==> config.mk <==
export PLATFORM = sky130hd
export DESIGN_NAME = can_brs_ctrl
export DESIGN_NICKNAME = d
export VERILOG_FILES = /design/src/rtl/can_brs_pkg.sv /design/src/rtl/can_brs_cfg_regs.sv /design/src/rtl/can_brs_ctrl.sv
export SDC_FILE = /design/constraint.sdc
export NUM_CORES = 1
export LEC_CHECK = 0
export CAP_MARGIN = 25
export CORE_ASPECT_RATIO = 1.2
export CORE_MARGIN = 1
export CORE_UTILIZATION = 35
export DETAILED_ROUTE_END_ITERATION = 6
export PLACE_DENSITY = 0.66
export SKIP_CTS_REPAIR_TIMING = 1
export SYNTH_ARGS = -nofsm -noshare
export SYNTH_HDL_FRONTEND = slang
export SYNTH_SLANG_ARGS = --single-unit
==> constraint.sdc <==
create_clock -name clk -period 1.9 [get_ports clk]
set_clock_uncertainty 0.2 [all_clocks]
set_input_delay 0.285 -clock clk [delete_from_list [all_inputs] [get_ports clk]]
set_output_delay 0.285 -clock clk [all_outputs]
set_load 0.03 [all_outputs]
==> src/rtl/can_brs_pkg.sv <==
// Shared types for the CAN FD bit-rate-switch controller: FSM states, timing
// register layouts, reset defaults and cfg_wdata field offsets.
package can_brs_pkg;

  typedef enum logic [1:0] {
    ST_IDLE = 2'd0,
    ST_ARB  = 2'd1,
    ST_FAST = 2'd2,
    ST_TAIL = 2'd3
  } brs_state_t;

  typedef struct packed {
    logic       ts;
    logic [4:0] sjw;
    logic [6:0] brp;
    logic [5:0] ps2;
    logic [5:0] ps1;
    logic [6:0] prop;
  } nom_timing_t;

  typedef struct packed {
    logic       ts;
    logic [4:0] sjw;
    logic [6:0] brp;
    logic [4:0] ps2;
    logic [4:0] ps1;
    logic [5:0] prop;
  } fd_timing_t;

  localparam nom_timing_t NOM_DEFAULT = '{
    ts: 1'b0, sjw: 5'd0, brp: 7'd0, ps2: 6'd2, ps1: 6'd3, prop: 7'd1
  };

  localparam fd_timing_t FD_DEFAULT = '{
    ts: 1'b0, sjw: 5'd0, brp: 7'd0, ps2: 5'd1, ps1: 5'd2, prop: 6'd1
  };

  // Nominal word layout, LSB first.
  localparam int NOM_PROP_LSB = 0;
  localparam int NOM_PS1_LSB  = 7;
  localparam int NOM_PS2_LSB  = 13;
  localparam int NOM_BRP_LSB  = 19;
  localparam int NOM_SJW_LSB  = 26;
  localparam int NOM_TS_BIT   = 31;

  // FD word layout, LSB first; bits [31:29] are don't-care.
  localparam int FD_PROP_LSB = 0;
  localparam int FD_PS1_LSB  = 6;
  localparam int FD_PS2_LSB  = 11;
  localparam int FD_BRP_LSB  = 16;
  localparam int FD_SJW_LSB  = 23;
  localparam int FD_TS_BIT   = 28;

  localparam int WDOG_W = 10;

  function automatic nom_timing_t unpack_nom(input logic [31:0] w);
    nom_timing_t t;
    t.prop = w[NOM_PROP_LSB +: 7];
    t.ps1  = w[NOM_PS1_LSB +: 6];
    t.ps2  = w[NOM_PS2_LSB +: 6];
    t.brp  = w[NOM_BRP_LSB +: 7];
    t.sjw  = w[NOM_SJW_LSB +: 5];
    t.ts   = w[NOM_TS_BIT];
    return t;
  endfunction

  function automatic fd_timing_t unpack_fd(input logic [31:0] w);
    fd_timing_t t;
    t.prop = w[FD_PROP_LSB +: 6];
    t.ps1  = w[FD_PS1_LSB +: 5];
    t.ps2  = w[FD_PS2_LSB +: 5];
    t.brp  = w[FD_BRP_LSB +: 7];
    t.sjw  = w[FD_SJW_LSB +: 5];
    t.ts   = w[FD_TS_BIT];
    return t;
  endfunction

endpackage

==> src/rtl/can_brs_cfg_regs.sv <==
// Nominal/FD bit-timing register bank. With CAN_BRS_SHADOW_EN defined, writes
// outside IDLE land in a shadow copy and are applied on the next IDLE cycle.
module can_brs_cfg_regs
  import can_brs_pkg::*;
(
  input  logic        clk,
  input  logic        rst,
  input  logic        in_idle,
  input  logic        cfg_we,
  input  logic        cfg_sel,
  input  logic [31:0] cfg_wdata,
  output nom_timing_t nom_active,
  output fd_timing_t  fd_active,
  output logic        cfg_pending
);

  nom_timing_t nom_wr;
  fd_timing_t  fd_wr;
  logic        nom_we;
  logic        fd_we;

  assign nom_wr = unpack_nom(cfg_wdata);
  assign fd_wr  = unpack_fd(cfg_wdata);
  assign nom_we = cfg_we & ~cfg_sel;
  assign fd_we  = cfg_we & cfg_sel;

  nom_timing_t nom_active_reg;
  fd_timing_t  fd_active_reg;

`ifdef CAN_BRS_SHADOW_EN
  nom_timing_t nom_shadow_reg;
  fd_timing_t  fd_shadow_reg;
  logic        nom_pend_reg;
  logic        fd_pend_reg;

  always_ff @(posedge clk) begin
    if (rst) begin
      nom_shadow_reg <= NOM_DEFAULT;
      fd_shadow_reg  <= FD_DEFAULT;
      nom_active_reg <= NOM_DEFAULT;
      fd_active_reg  <= FD_DEFAULT;
      nom_pend_reg   <= 1'b0;
      fd_pend_reg    <= 1'b0;
    end else begin
      if (nom_we) nom_shadow_reg <= nom_wr;
      if (fd_we)  fd_shadow_reg  <= fd_wr;
      if (in_idle) begin
        // A direct write in the apply cycle beats the pending shadow value.
        if (nom_we)            nom_active_reg <= nom_wr;
        else if (nom_pend_reg) nom_active_reg <= nom_shadow_reg;
        if (fd_we)             fd_active_reg  <= fd_wr;
        else if (fd_pend_reg)  fd_active_reg  <= fd_shadow_reg;
        nom_pend_reg <= 1'b0;
        fd_pend_reg  <= 1'b0;
      end else begin
        if (nom_we) nom_pend_reg <= 1'b1;
        if (fd_we)  fd_pend_reg  <= 1'b1;
      end
    end
  end

  assign cfg_pending = nom_pend_reg | fd_pend_reg;
`else
  logic unused_in_idle;
  assign unused_in_idle = in_idle;

  always_ff @(posedge clk) begin
    if (rst) begin
      nom_active_reg <= NOM_DEFAULT;
      fd_active_reg  <= FD_DEFAULT;
    end else begin
      if (nom_we) nom_active_reg <= nom_wr;
      if (fd_we)  fd_active_reg  <= fd_wr;
    end
  end

  assign cfg_pending = 1'b0;
`endif

  assign nom_active = nom_active_reg;
  assign fd_active  = fd_active_reg;

endmodule

==> src/rtl/can_brs_ctrl.sv <==
// CAN FD bit-rate-switch controller: frame-phase FSM, fast-phase watchdog and
// timing register bank. Define CAN_BRS_SHADOW_EN for shadowed config writes.
module can_brs_ctrl
  import can_brs_pkg::*;
#(
  parameter int MAX_FAST_BITS = 700
) (
  input  logic        clk,
  input  logic        rst,
  input  logic        en_FD_rx,
  input  logic        sample_point,
  input  logic        sampled_bit,
  input  logic        rx_idle,
  input  logic        rx_inter,
  input  logic        fdf_detected,
  input  logic        brs_sp,
  input  logic        crc_delim_sp,
  input  logic        go_error_frame,
  input  logic        go_overload_frame,
  input  logic        cfg_we,
  input  logic        cfg_sel,
  input  logic [31:0] cfg_wdata,
  output logic        go_rx_brs_on,
  output logic        fdf_brs_r_on,
  output logic [6:0]  prop_seg,
  output logic [5:0]  phase_seg_1,
  output logic [5:0]  phase_seg_2,
  output logic [6:0]  baud_r_presc,
  output logic [4:0]  sjw,
  output logic        triple_sampling,
  output logic [5:0]  prop_seg_fd,
  output logic [4:0]  phase_seg_1_fd,
  output logic [4:0]  phase_seg_2_fd,
  output logic [6:0]  baud_r_presc_fd,
  output logic [4:0]  sjw_fd,
  output logic        triple_sampling_fd,
  output logic        cfg_pending,
  output logic        fast_wdog_err
);

  // The watchdog counter is WDOG_W bits wide, so MAX_FAST_BITS must fit in it.
  localparam logic [WDOG_W-1:0] WDOG_LAST = WDOG_W'(MAX_FAST_BITS - 1);

  brs_state_t        state_reg;
  logic              fdf_seen_reg;
  logic              fdf_brs_r_on_reg;
  logic              fast_wdog_err_reg;
  logic [WDOG_W-1:0] wdog_cnt_reg;

  logic brs_switch;
  logic frame_end;
  logic wdog_expire;
  logic fast_exit;

  assign frame_end   = (rx_idle | rx_inter) & sample_point;
  assign brs_switch  = (state_reg == ST_ARB) & brs_sp & sampled_bit & fdf_seen_reg
                     & en_FD_rx & ~go_error_frame;
  assign wdog_expire = (state_reg == ST_FAST) & sample_point & (wdog_cnt_reg == WDOG_LAST);
  assign fast_exit   = crc_delim_sp | go_error_frame | go_overload_frame | ~en_FD_rx
                     | wdog_expire;

  assign go_rx_brs_on = brs_switch & ~rst;

  always_ff @(posedge clk) begin
    if (rst) begin
      state_reg         <= ST_IDLE;
      fdf_seen_reg      <= 1'b0;
      fdf_brs_r_on_reg  <= 1'b0;
      fast_wdog_err_reg <= 1'b0;
      wdog_cnt_reg      <= '0;
    end else begin
      fast_wdog_err_reg <= wdog_expire;
      case (state_reg)
        ST_IDLE: begin
          if (sample_point & ~sampled_bit) state_reg <= ST_ARB;
        end
        ST_ARB: begin
          if (fdf_detected) fdf_seen_reg <= 1'b1;
          if (go_error_frame) begin
            state_reg <= ST_ARB;
          end else if (brs_switch) begin
            state_reg        <= ST_FAST;
            fdf_brs_r_on_reg <= 1'b1;
            wdog_cnt_reg     <= '0;
          end else if (frame_end) begin
            state_reg    <= ST_IDLE;
            fdf_seen_reg <= 1'b0;
          end
        end
        ST_FAST: begin
          if (fast_exit) begin
            state_reg        <= ST_TAIL;
            fdf_brs_r_on_reg <= 1'b0;
          end else if (sample_point) begin
            wdog_cnt_reg <= wdog_cnt_reg + 1'b1;
          end
        end
        ST_TAIL: begin
          if (frame_end) begin
            state_reg    <= ST_IDLE;
            fdf_seen_reg <= 1'b0;
          end
        end
        default: begin
          state_reg        <= ST_IDLE;
          fdf_seen_reg     <= 1'b0;
          fdf_brs_r_on_reg <= 1'b0;
        end
      endcase
    end
  end

  assign fdf_brs_r_on  = fdf_brs_r_on_reg;
  assign fast_wdog_err = fast_wdog_err_reg;

  nom_timing_t nom_active;
  fd_timing_t  fd_active;

  can_brs_cfg_regs u_cfg_regs (
    .clk         (clk),
    .rst         (rst),
    .in_idle     (state_reg == ST_IDLE),
    .cfg_we      (cfg_we),
    .cfg_sel     (cfg_sel),
    .cfg_wdata   (cfg_wdata),
    .nom_active  (nom_active),
    .fd_active   (fd_active),
    .cfg_pending (cfg_pending)
  );

  assign prop_seg           = nom_active.prop;
  assign phase_seg_1        = nom_active.ps1;
  assign phase_seg_2        = nom_active.ps2;
  assign baud_r_presc       = nom_active.brp;
  assign sjw                = nom_active.sjw;
  assign triple_sampling    = nom_active.ts;
  assign prop_seg_fd        = fd_active.prop;
  assign phase_seg_1_fd     = fd_active.ps1;
  assign phase_seg_2_fd     = fd_active.ps2;
  assign baud_r_presc_fd    = fd_active.brp;
  assign sjw_fd             = fd_active.sjw;
  assign triple_sampling_fd = fd_active.ts;

endmodule

==> results by group <==
Die
  – Core Area: 0.00824 mm²
  – Die area: 0.00897 mm²
  – Starting density of the core: 0.365
  – Die W: 86.6 µm
  – I/O pin count: 111
  – Die Y: 104 µm
  – Row cnt: 36

Synthesis
  – Synth cell types: 44
  – Commonest cells post-synth: 127 x nand2_1, 76 x dfxtp_1, 61 x a21oi_1
  – Sequential-to-total area share from yosys stat: 0.506
  – Ys async rst share: 0
  – Yosys warning count: 0
  – Mapped Nets: 419
  – Synth area leader: dfxtp_1
  – Post-synth top flop: dfxtp_1
  – #FFs+latches synth: 76
  – Post-Syn Area: 0.00301 mm²
  – Post-Syn Instances: between 300 and 400
  – Area share of the largest cell type after synthesis: 0.506
  – Synth Area per Inst: 8.08 µm²
  – Number of enable flip-flop cells after synthesis: 0
  – Cell with the most instances after synthesis: nand2_1
  – Dominant cells by area after synthesis: dfxtp_1 51%, nand2_1 16%, a21oi_1 10%

Drt
  – Initial DRC Count: between 100 and 150
  – Antenna-violating nets left: 0
  – Drt pass-1 iters: 4
  – Drt drc: 0
  – Final wirelength: 8670 µm
  – DR vias: 2999
  – Wire per inst: approximately 14 µm
  – Routed vias/inst: slightly below 5

CTS
  – Skew-Pair Late Insertion Delay: 0.35 ns
  – CTS root buffer: clkbuf_8
  – Clock transition at path regs: 0.08 ns
  – CTS Sinks: 76
  – H-tree depth: 3
  – CTS Buf Count: 9
  – Max clock buf depth: 2
  – CTS tree: done

Power and ir drop
  – LEAKAGE: between 1.5 and 2 nW
  – P_sw: 0.000941 W
  – Clock power share: 0.349
  – Worst vdd ir: 0.000299 V
  – Combinational power share: 0.162
  – Cell Pwr Density: 746 mW/mm²
  – Pint: 0.00252 W
  – Flop pwr share: 0.489
  – Sw Ratio: 0.272

Global route
  – Vias in the first global route: 2928
  – Tot GR Track Use: 0.200
  – Aggregate global routing overflow: 0
  – Pin count of the biggest net entering global routing: 40
  – Initial antenna violation count: 0
  – First-pass GRT wire length: roughly 14000 µm

Timing
  – Tmin final: 1.86 ns
  – Period utilization: 0.980
  – Final Hold Fails: 0
  – RSZ-0062 raised after global routing: true
  – Final Max Tran Viols: 0
  – Max Clock Freq: roughly 540 MHz
  – Final Setup Violations: 0

Outcome
  – Outcome: finished clean

Finish
  – Fillers: 798
  – Net count, final: 545
  – Multi-input logic area: 0.00139 mm²
  – Seq. cell area: 0.00152 mm²
  – Synthesis-to-layout area growth: 54.3%
  – Share of cells above drive strength 1: 0.123
  – Max reg flops: 32
  – Ant diodes: 0
  – Design Area, Final: 0.00464 mm²
  – Post-route insts no fill: 617

Worst setup path
  – Data arrival, critical path: between 1 and 1.5 ns
  – R2r endpoint: wdog_cnt_reg[9]
  – Critical Path Max Stage Delay: 0.69 ns
  – Nature of the critical path endpoint: output pin
  – Crit path max-delay family: buffers and inverters
  – CP cell instances: clkdlybuf4s50_1
  – Reg2reg setup slack: 0.16 ns
  – Setup CP Type: flip-flop to output pin
  – Worst r2r src: wdog_cnt_reg[3]
  – R2R cell count: 4
  – WP data required: 1.41 ns
  – CP Launch Type: flip-flop
  – Crit Path Max Fanout: 2
  – WP buf/inv: 1
  – Worst path slowest cell: clkdlybuf4s50_1

Place
  – Hpwl dp: ~6000 µm
  – Dpl cells: 599
  – Placer Congestion: 0.806
  – Placed cell areas: about 0.0044 mm²
  – Buffers on Ports: 109

Hold path
  – Min-Delay Path Class: input port to flip-flop
  – Hold_sp: rst
  – Worst hold path cell count: 2
  – Hold Path Sink: wdog_cnt_reg[0]

Job
  – Number of max-cap violations: 0
-- worst reg2reg max path: stages, from the launching register on --
cell     delay [ns]
dfxtp_1        0.45
nand2_1        0.16
nor4_4         0.38
nand4_4        0.13
mux2_4         0.31
-- layout by cell type (no fill, tap or decap), types with 3 or more instances in the layout --
| master | synthesis | layout |
|---|---|---|
| buf_4 | 1 | 26 |
| nor2_1 | 4 | 4 |
| and2_1 | 3 | 3 |
| dlymetal6s2s_1 | 0 | 12 |
| or3_1 | 3 | 3 |
| clkbuf_8 | 0 | 9 |
| inv_1 | 8 | 8 |
| a41oi_1 | 4 | 4 |
| clkdlybuf4s50_1 | 0 | 95 |
| o21ai_0 | 5 | 5 |
| nand3_1 | 13 | 13 |
| and3_1 | 8 | 7 |
| dfxtp_1 | 76 | 74 |
| buf_12 | 0 | 3 |
| o211ai_1 | 4 | 4 |
| nand2_1 | 127 | 127 |
| a21oi_1 | 61 | 61 |
-- metrics by stage --
step | hold slack [ns] | setup TNS (ns) | utilization | total power [W] | worst slack [ns]
2_1_floorplan | 0.209 | 0 | - | 0.00199 | 0.178
3_3_place_gp | 0.241 | -1.74 | 0.531 | 0.00228 | -0.168
3_5_place_dp | 0.246 | -2.33 | 0.531 | 0.00229 | -0.217
4_1_cts | 0.0962 | -0.224 | 0.554 | 0.00350 | -0.183
5_1_grt | 0.113 | -0.0372 | 0.563 | 0.00360 | -0.0372
6_report | 0.104 | 0 | 0.563 | 0.00346 | 0.0377
-- logic make-up after synthesis --
group | after synthesis | share of synthesized area
and+or+nand+nor | 176 | 0.276
AOI/OAI and AO/OA | 86 | 0.165
muxes | 1 | 0.00499
buffers and inverters | 31 | 0.0429
other | 1 | 0.00125
adders and majority gates | 1 | 0.00416
DFF | 76 | 0.506
-- metal layers --
| layer | global-route usage | part of all wire |
|---|---|---|
| met4 | 0.0726 | 0.016 |
| met1 | 0.239 | 0.43 |
| met2 | 0.352 | 0.50 |
| met5 | 0 | 0 |
| met3 | 0.0335 | 0.047 |
-- worst max path at each step --
stage,from,to,slack (ns),depth (start not counted)
after floorplan,state_reg[0],go_rx_brs_on,0.18,3
after global placement,go_error_frame,wdog_cnt_reg[7],-0.17,7
final,u_cfg_regs.fd_active[10],phase_seg_1_fd[4],0.04,1
after detailed placement,go_error_frame,wdog_cnt_reg[5],-0.22,7
after CTS,state_reg[0],go_rx_brs_on,-0.18,4
after global routing,fdf_seen_reg,go_rx_brs_on,-0.04,4
-- power groups by stage --
stage	logic, W	registers (W)	clock network [W]
4_1_cts	0.000564	0.00169	0.00124
5_1_grt	0.000604	0.00170	0.00129
3_3_place_gp	0.000558	0.00173	0
3_5_place_dp	0.000562	0.00173	0
6_report	0.000559	0.00169	0.00121
2_1_floorplan	0.000144	0.00185	0
-- area by class of cell --
cell class,instances,area share
clock inverter,6,0.0140
sequential,76,0.328
multi-input combinational,265,0.299
inverter,9,0.00728
clock buffer,10,0.0275
timing repair buffer,137,0.293
tap,114,0.0307
No activity file was read; power rests on OpenSTA's default activity.
